## src/rtl/alu_ctrl_pkg.sv

```systemverilog
// Shared opcode constants, FSM state type and opcode legality check
// for the two-requester ALU arbiter.
package alu_ctrl_pkg;

  localparam logic [3:0] OP_ADD = 4'd0;
  localparam logic [3:0] OP_SUB = 4'd1;
  localparam logic [3:0] OP_AND = 4'd2;
  localparam logic [3:0] OP_OR  = 4'd5;
  localparam logic [3:0] OP_XOR = 4'd6;
  localparam logic [3:0] OP_SLL = 4'd7;
  localparam logic [3:0] OP_SRL = 4'd8;
  localparam logic [3:0] OP_SRA = 4'd9;
  localparam logic [3:0] OP_SLT = 4'd11;

  typedef enum logic [1:0] {
    ST_IDLE = 2'd0,
    ST_EXEC = 2'd1,
    ST_RESP = 2'd2
  } state_e;

  function automatic logic is_legal_op(input logic [3:0] op);
    case (op)
      OP_ADD, OP_SUB, OP_AND, OP_OR, OP_XOR,
      OP_SLL, OP_SRL, OP_SRA, OP_SLT: return 1'b1;
      default:                        return 1'b0;
    endcase
  endfunction

endpackage

```

## src/rtl/alu_arbiter_if.sv

```systemverilog
// Requester, ALU and response signals of the ALU arbiter; the arbiter
// is the slave, the requesters/ALU/consumer side is the master.
interface alu_arbiter_if;

  logic        req0_valid;
  logic        req1_valid;
  logic        req0_ready;
  logic        req1_ready;
  logic [3:0]  req0_op;
  logic [3:0]  req1_op;
  logic [31:0] req0_a;
  logic [31:0] req0_b;
  logic [31:0] req1_a;
  logic [31:0] req1_b;
  logic [3:0]  alu_select;
  logic [31:0] alu_a;
  logic [31:0] alu_b;
  logic [31:0] alu_result;
  logic        rsp_valid;
  logic        rsp_ready;
  logic        rsp_id;
  logic [31:0] rsp_data;
  logic        rsp_err;

  modport slave (
    input  req0_valid, req1_valid, req0_op, req1_op,
    input  req0_a, req0_b, req1_a, req1_b, alu_result, rsp_ready,
    output req0_ready, req1_ready, alu_select, alu_a, alu_b,
    output rsp_valid, rsp_id, rsp_data, rsp_err
  );

  modport master (
    output req0_valid, req1_valid, req0_op, req1_op,
    output req0_a, req0_b, req1_a, req1_b, alu_result, rsp_ready,
    input  req0_ready, req1_ready, alu_select, alu_a, alu_b,
    input  rsp_valid, rsp_id, rsp_data, rsp_err
  );

endinterface

```

## src/rtl/rr_arbiter_2.sv

```systemverilog
// Two-way round-robin grant; ptr_i is the requester served last, so on a
// tie the other one wins. A lone valid is always granted.
module rr_arbiter_2 (
  input  logic       valid0_i,
  input  logic       valid1_i,
  input  logic       ptr_i,
  output logic [1:0] grant_o
);

  always_comb begin
    grant_o = 2'b00;
    if (valid0_i && valid1_i) begin
      grant_o = ptr_i ? 2'b01 : 2'b10;
    end else if (valid0_i) begin
      grant_o = 2'b01;
    end else if (valid1_i) begin
      grant_o = 2'b10;
    end
  end

endmodule

```

## src/rtl/alu_arbiter.sv

```systemverilog
// Shares one external ALU between two requesters, one operation in flight,
// with a LATENCY-cycle execute window and a held response.
module alu_arbiter
  import alu_ctrl_pkg::*;
#(
  parameter int unsigned LATENCY = 1
) (
  input logic         clk,
  input logic         rst,
  alu_arbiter_if.slave bus
);

  localparam logic [3:0] LAT_L = 4'(LATENCY);

  state_e      state_q, state_d;
  logic [3:0]  cnt_q, cnt_d;
  logic        ptr_q, ptr_d;
  logic        id_q, id_d;
  logic [3:0]  sel_q, sel_d;
  logic [31:0] a_q, a_d;
  logic [31:0] b_q, b_d;
  logic [31:0] data_q, data_d;
  logic        err_q, err_d;

  logic [1:0]  grant;
  logic [3:0]  gnt_op;
  logic [31:0] gnt_a;
  logic [31:0] gnt_b;
  logic        ready0, ready1, rsp_valid;

  rr_arbiter_2 u_rr (
    .valid0_i (bus.req0_valid),
    .valid1_i (bus.req1_valid),
    .ptr_i    (ptr_q),
    .grant_o  (grant)
  );

  assign gnt_op = grant[1] ? bus.req1_op : bus.req0_op;
  assign gnt_a  = grant[1] ? bus.req1_a  : bus.req0_a;
  assign gnt_b  = grant[1] ? bus.req1_b  : bus.req0_b;

  always_comb begin
    state_d   = state_q;
    cnt_d     = cnt_q;
    ptr_d     = ptr_q;
    id_d      = id_q;
    sel_d     = sel_q;
    a_d       = a_q;
    b_d       = b_q;
    data_d    = data_q;
    err_d     = err_q;
    ready0    = 1'b0;
    ready1    = 1'b0;
    rsp_valid = 1'b0;

    case (state_q)
      ST_IDLE: begin
        // No acceptance may be signalled while reset is being applied.
        if (!rst && (grant != 2'b00)) begin
          ready0 = grant[0];
          ready1 = grant[1];
          id_d   = grant[1];
          if (is_legal_op(gnt_op)) begin
            sel_d   = gnt_op;
            a_d     = gnt_a;
            b_d     = gnt_b;
            cnt_d   = LAT_L;
            state_d = ST_EXEC;
          end else begin
            data_d  = 32'd0;
            err_d   = 1'b1;
            state_d = ST_RESP;
          end
        end
      end
      ST_EXEC: begin
        cnt_d = cnt_q - 4'd1;
        if (cnt_q == 4'd1) begin
          data_d  = bus.alu_result;
          err_d   = 1'b0;
          state_d = ST_RESP;
        end
      end
      ST_RESP: begin
        rsp_valid = 1'b1;
        if (bus.rsp_ready) begin
          ptr_d   = id_q;
          state_d = ST_IDLE;
        end
      end
      default: state_d = ST_IDLE;
    endcase
  end

  always_ff @(posedge clk) begin
    if (rst) begin
      state_q <= ST_IDLE;
      cnt_q   <= 4'd0;
      ptr_q   <= 1'b1;
      id_q    <= 1'b0;
      sel_q   <= 4'd0;
      a_q     <= 32'd0;
      b_q     <= 32'd0;
      data_q  <= 32'd0;
      err_q   <= 1'b0;
    end else begin
      state_q <= state_d;
      cnt_q   <= cnt_d;
      ptr_q   <= ptr_d;
      id_q    <= id_d;
      sel_q   <= sel_d;
      a_q     <= a_d;
      b_q     <= b_d;
      data_q  <= data_d;
      err_q   <= err_d;
    end
  end

  assign bus.req0_ready = ready0;
  assign bus.req1_ready = ready1;
  assign bus.alu_select = sel_q;
  assign bus.alu_a      = a_q;
  assign bus.alu_b      = b_q;
  assign bus.rsp_valid  = rsp_valid;
  assign bus.rsp_id     = id_q;
  assign bus.rsp_data   = data_q;
  assign bus.rsp_err    = err_q;

endmodule
```

## src/flat_wrapper.sv

```systemverilog
// flat-port wrapper written by rule: the top's interface ports become plain ports
module alu_arbiter_flat import alu_ctrl_pkg::*;
#(
  parameter int unsigned LATENCY = 1
)
  (clk, rst, bus_req0_valid, bus_req1_valid, bus_req0_op, bus_req1_op, bus_req0_a, bus_req0_b, bus_req1_a, bus_req1_b, bus_alu_result, bus_rsp_ready, bus_req0_ready, bus_req1_ready, bus_alu_select, bus_alu_a, bus_alu_b, bus_rsp_valid, bus_rsp_id, bus_rsp_data, bus_rsp_err);
  alu_arbiter_if bus_i ();
  input logic clk;
  input logic rst;
  input wire logic [$bits(bus_i.req0_valid)-1:0] bus_req0_valid;
  input wire logic [$bits(bus_i.req1_valid)-1:0] bus_req1_valid;
  input wire logic [$bits(bus_i.req0_op)-1:0] bus_req0_op;
  input wire logic [$bits(bus_i.req1_op)-1:0] bus_req1_op;
  input wire logic [$bits(bus_i.req0_a)-1:0] bus_req0_a;
  input wire logic [$bits(bus_i.req0_b)-1:0] bus_req0_b;
  input wire logic [$bits(bus_i.req1_a)-1:0] bus_req1_a;
  input wire logic [$bits(bus_i.req1_b)-1:0] bus_req1_b;
  input wire logic [$bits(bus_i.alu_result)-1:0] bus_alu_result;
  input wire logic [$bits(bus_i.rsp_ready)-1:0] bus_rsp_ready;
  output wire logic [$bits(bus_i.req0_ready)-1:0] bus_req0_ready;
  output wire logic [$bits(bus_i.req1_ready)-1:0] bus_req1_ready;
  output wire logic [$bits(bus_i.alu_select)-1:0] bus_alu_select;
  output wire logic [$bits(bus_i.alu_a)-1:0] bus_alu_a;
  output wire logic [$bits(bus_i.alu_b)-1:0] bus_alu_b;
  output wire logic [$bits(bus_i.rsp_valid)-1:0] bus_rsp_valid;
  output wire logic [$bits(bus_i.rsp_id)-1:0] bus_rsp_id;
  output wire logic [$bits(bus_i.rsp_data)-1:0] bus_rsp_data;
  output wire logic [$bits(bus_i.rsp_err)-1:0] bus_rsp_err;
  assign bus_i.req0_valid = bus_req0_valid;
  assign bus_i.req1_valid = bus_req1_valid;
  assign bus_i.req0_op = bus_req0_op;
  assign bus_i.req1_op = bus_req1_op;
  assign bus_i.req0_a = bus_req0_a;
  assign bus_i.req0_b = bus_req0_b;
  assign bus_i.req1_a = bus_req1_a;
  assign bus_i.req1_b = bus_req1_b;
  assign bus_i.alu_result = bus_alu_result;
  assign bus_i.rsp_ready = bus_rsp_ready;
  assign bus_req0_ready = bus_i.req0_ready;
  assign bus_req1_ready = bus_i.req1_ready;
  assign bus_alu_select = bus_i.alu_select;
  assign bus_alu_a = bus_i.alu_a;
  assign bus_alu_b = bus_i.alu_b;
  assign bus_rsp_valid = bus_i.rsp_valid;
  assign bus_rsp_id = bus_i.rsp_id;
  assign bus_rsp_data = bus_i.rsp_data;
  assign bus_rsp_err = bus_i.rsp_err;
  alu_arbiter #(.LATENCY(LATENCY)) u_core (.clk(clk), .rst(rst), .bus(bus_i));
endmodule
```

## config.mk

```make
export PLATFORM = sky130hd
export DESIGN_NAME = alu_arbiter_flat
export DESIGN_NICKNAME = d
export VERILOG_FILES = /design/src/rtl/alu_ctrl_pkg.sv /design/src/rtl/alu_arbiter_if.sv /design/src/rtl/rr_arbiter_2.sv /design/src/rtl/alu_arbiter.sv /design/src/flat_wrapper.sv
export SDC_FILE = /design/constraint.sdc
export NUM_CORES = 1
export LEC_CHECK = 0
export CORE_UTILIZATION = 39
export CTS_CLUSTER_SIZE = 8
export DETAILED_ROUTE_END_ITERATION = 8
export PLACE_DENSITY = 0.81
export SLEW_MARGIN = 40
export SYNTH_ARGS = -nofsm -noshare
export SYNTH_HDL_FRONTEND = slang
export SYNTH_SLANG_ARGS = --single-unit
```

## constraint.sdc

```tcl
create_clock -name clk -period 2.17 [get_ports clk]
set_input_delay 0.3255 -clock clk [delete_from_list [all_inputs] [get_ports clk]]
set_output_delay 0.3255 -clock clk [all_outputs]
set_load 0.02 [all_outputs]
```

==> flow_summary.yaml <==
synthesis:
  syn_area_um2: 5060
  synth_edf_count: 0
  synth-seq-cells: 109
  yosysWarnings: 0
  async_flop_share: 0
  yosys.area.top_type_share: 0.431
  synth.distinct_cells: 42
  syn-num-nets: 693
  yosysTopAreaCell: "dfxtp_1"
  synth_top_cells_by_area: "dfxtp_1, mux2i_1, nand2_1, a311oi_1, a21oi_1"
  yosysSeqAreaShare: 0.431
  postSynthCellCount: 518
  syn_area_per_cell_um2: 9.78
  ys.flop_type: "dfxtp_1"
placed_design:
  hpwl_um: 11500
  routabilityCongestion: 0.820
  io_buffers: 277
clock_tree:
  cts-root-buf: "clkbuf_16"
  tritoncts: "yes"
  cts_max_level: 3
  cts_buffers: 9
  worstSkewPairLatency_ns: 0.34
  cts_setup_buffers: 0
  clk_pin_slew_worst_paths_ns: 0.07
  clockBufferDepth: 2
  tritoncts_num_sinks: 109
grt:
  antenna_found_initial: 0
  grt_pass1_vias: 4892
  grt_max_degree: 58
  grt_overflow: 0
  grt_usage: 0.216
  grt_pass1_wl_um: 22700
timing:
  slew_viol_final: 0
  rsz0062_at_grt: "false"
  skew_ns: 0.0101
  fmax_mhz: 509
  hold_slack_ns: 0.456
  final.setup.tns_ns: 0
  period_share: 0.905
  max_slew.worst_pin.slew_ns: 0.409
  slew_headroom: 0.727
  hold_violations: 0
  setup_viol: 0
  layout_min_cycle_time_ns: 1.96
worst_setup_path:
  worstPathMaxFanout: 31
  critical_path.top_delay_family: "simple AND/OR/NAND/NOR gates"
  slowest_stage: "or3b_1"
  critPathLaunch: "u_core.cnt_q[1]"
  required_ns: 2.41
  cp-end-kind: "flop"
  start_kind: "flop"
  crit_end: "u_core.bus.rsp_data[13]"
  arrival_ns: 2.21
  r2r_start: "u_core.cnt_q[1]"
  slowest_delay_ns: 0.41
  crit_cells: 7
  r2r_slack_ns: 0.21
  rr_worst_depth: 7
  cp_num_buf_inv: 2
  worstSetupPathType: "reg2reg"
  path_cells: "inv_1, ha_1, or3b_1, nor2_4, buf_12, a21oi_1, a311oi_1"
  worstReg2RegEnd: "u_core.bus.rsp_data[13]"
detailed_routing:
  first_iter_violations: 213
  drt_wl_total_um: 14800
  antenna_left: 0
  wl_per_cell_um: 15.3
  viasPerCell: 5.03
  drc: 0
  drt_pass1_iterations: 4
  via_count: 4863
die:
  num_rows: 41
  initial_core_util: 0.401
  core_um2: 12600
  ios: 278
  dieWidth_um: 116
  die_y_um: 116
  die_area_um2: 13400
finish:
  diodes: 0
  fillers: 1015
  regArea_um2: 2180
  multiInputGateArea_um2: 2630
  nNetsFinal: 967
  area_growth_pct: 67.6
  drive_above_1_share: 0.0717
power_and_ir_drop:
  p_total_w: 0.00632
  ir_worst_vdd_mv: 0.393
  leakagePower_nw: 3.72
  powerDensity_nw_per_um2: 745
flow_run:
  cap_viol_max_count: 0
run_status:
  outcome: "finished clean"
min_path:
  min_path_type: "reg2reg"
-- registers in the layout, summed over array words and instances, names as in the netlist --
signal,cells
u_core.cnt_q,4
u_core.bus.alu_select,4
u_core.bus.alu_a,32
u_core.bus.rsp_data,32
u_core.state_q,2
u_core.ptr_q,1
u_core.bus.rsp_err,1
u_core.bus.alu_b,32
u_core.bus.rsp_id,1
-- worst min-delay path by stage --
stage,startpoint,end,slack [ns],depth (start not counted)
finish,u_core.bus.alu_select[1],u_core.bus.alu_select[1],0.46,2
global route,u_core.bus.alu_a[17],u_core.bus.alu_a[17],0.48,2
CTS,u_core.bus.alu_select[1],u_core.bus.alu_select[1],0.46,2
detailed placement,u_core.bus.alu_select[1],u_core.bus.alu_select[1],0.45,2
global placement,u_core.bus.alu_b[2],u_core.bus.alu_b[2],0.44,2
floorplan,u_core.ptr_q,u_core.ptr_q,0.48,2
-- what timing repair did --
item	4_1_cts	5_1_grt
cloned	0	0
setup endpoints to repair	3	1
gates resized for setup	3	1
hold buffers	0	0
-- tightest hold or removal path, stage by stage, from the launching register on --
cell and delay [ns]:
dfxtp_1 0.31, nand2_1 0.05, mux2i_1 0.05
-- through the flow --
stage	utilization	instances	cell area [um^2]	setup slack, ns
2_1_floorplan	-	518	5060	0.421
4_1_cts	0.672	967	8480	0.0668
5_1_grt	0.672	967	8480	0.0545
6_report	0.672	967	8480	0.206
3_3_place_gp	0.647	953	8170	-0.0235
3_5_place_dp	0.647	953	8170	-0.0762
-- cell families after synthesis --
group / synth area share
compound gates: 0.130
fa+ha+maj: 0.00494
buf+inv: 0.0531
flops: 0.431
mux: 0.275
simple gates: 0.106
-- final cells by class --
cell class	instances	area share
Tap cell	172	0.0254
Clock buffer	10	0.0282
Clock inverter	4	0.00870
Multi-Input combinational cell	359	0.310
Sequential cell	109	0.257
Timing Repair Buffer	306	0.367
Inverter	7	0.00310
-- metal layers --
metal | global-route usage | vias up | share of wire | wire length [um]
li1 | - | 2412 | - | -
met2 | 0.406 | 188 | 0.52 | 7700
met1 | 0.226 | 2237 | 0.38 | 5640
met3 | 0.0601 | 26 | 0.075 | 1110
met4 | 0.0803 | 0 | 0.021 | 306
met5 | 0 | - | 0 | 0
-- where the power goes --
group	switching, W	internal [W]	total [W]
Combinational	0.00102	0.00114	0.00216
Clock	0.000706	0.00103	0.00174
Sequential	0.000158	0.00226	0.00242
Total	0.00189	0.00444	0.00632
-- layout by cell type, fill, tap and decap left out, drive strengths merged, types with 4 or more instances in the layout --
cell	synthesis	layout
clkdlybuf4s50	0	274
nand2	104	104
a21oi	33	33
a311oi	32	32
mux2i	138	138
buf	29	29
nor2	11	11
inv	7	7
nor3	4	4
dfxtp	109	109
clkbuf	14	10
-- cell usage after synthesis, drive strengths merged (2+ instances only) --
cell,number
a21oi,33
a221oi,2
a22oi,2
a311oi,32
a31oi,2
buf,29
clkbuf,14
dfxtp,109
ha,2
inv,7
mux2i,138
nand2,104
nand3,2
nor2,11
nor2b,3
nor3,4
nor4bb,2
o21bai,3
o32a,2
o41ai,3
(Power assumes the default switching activity.)
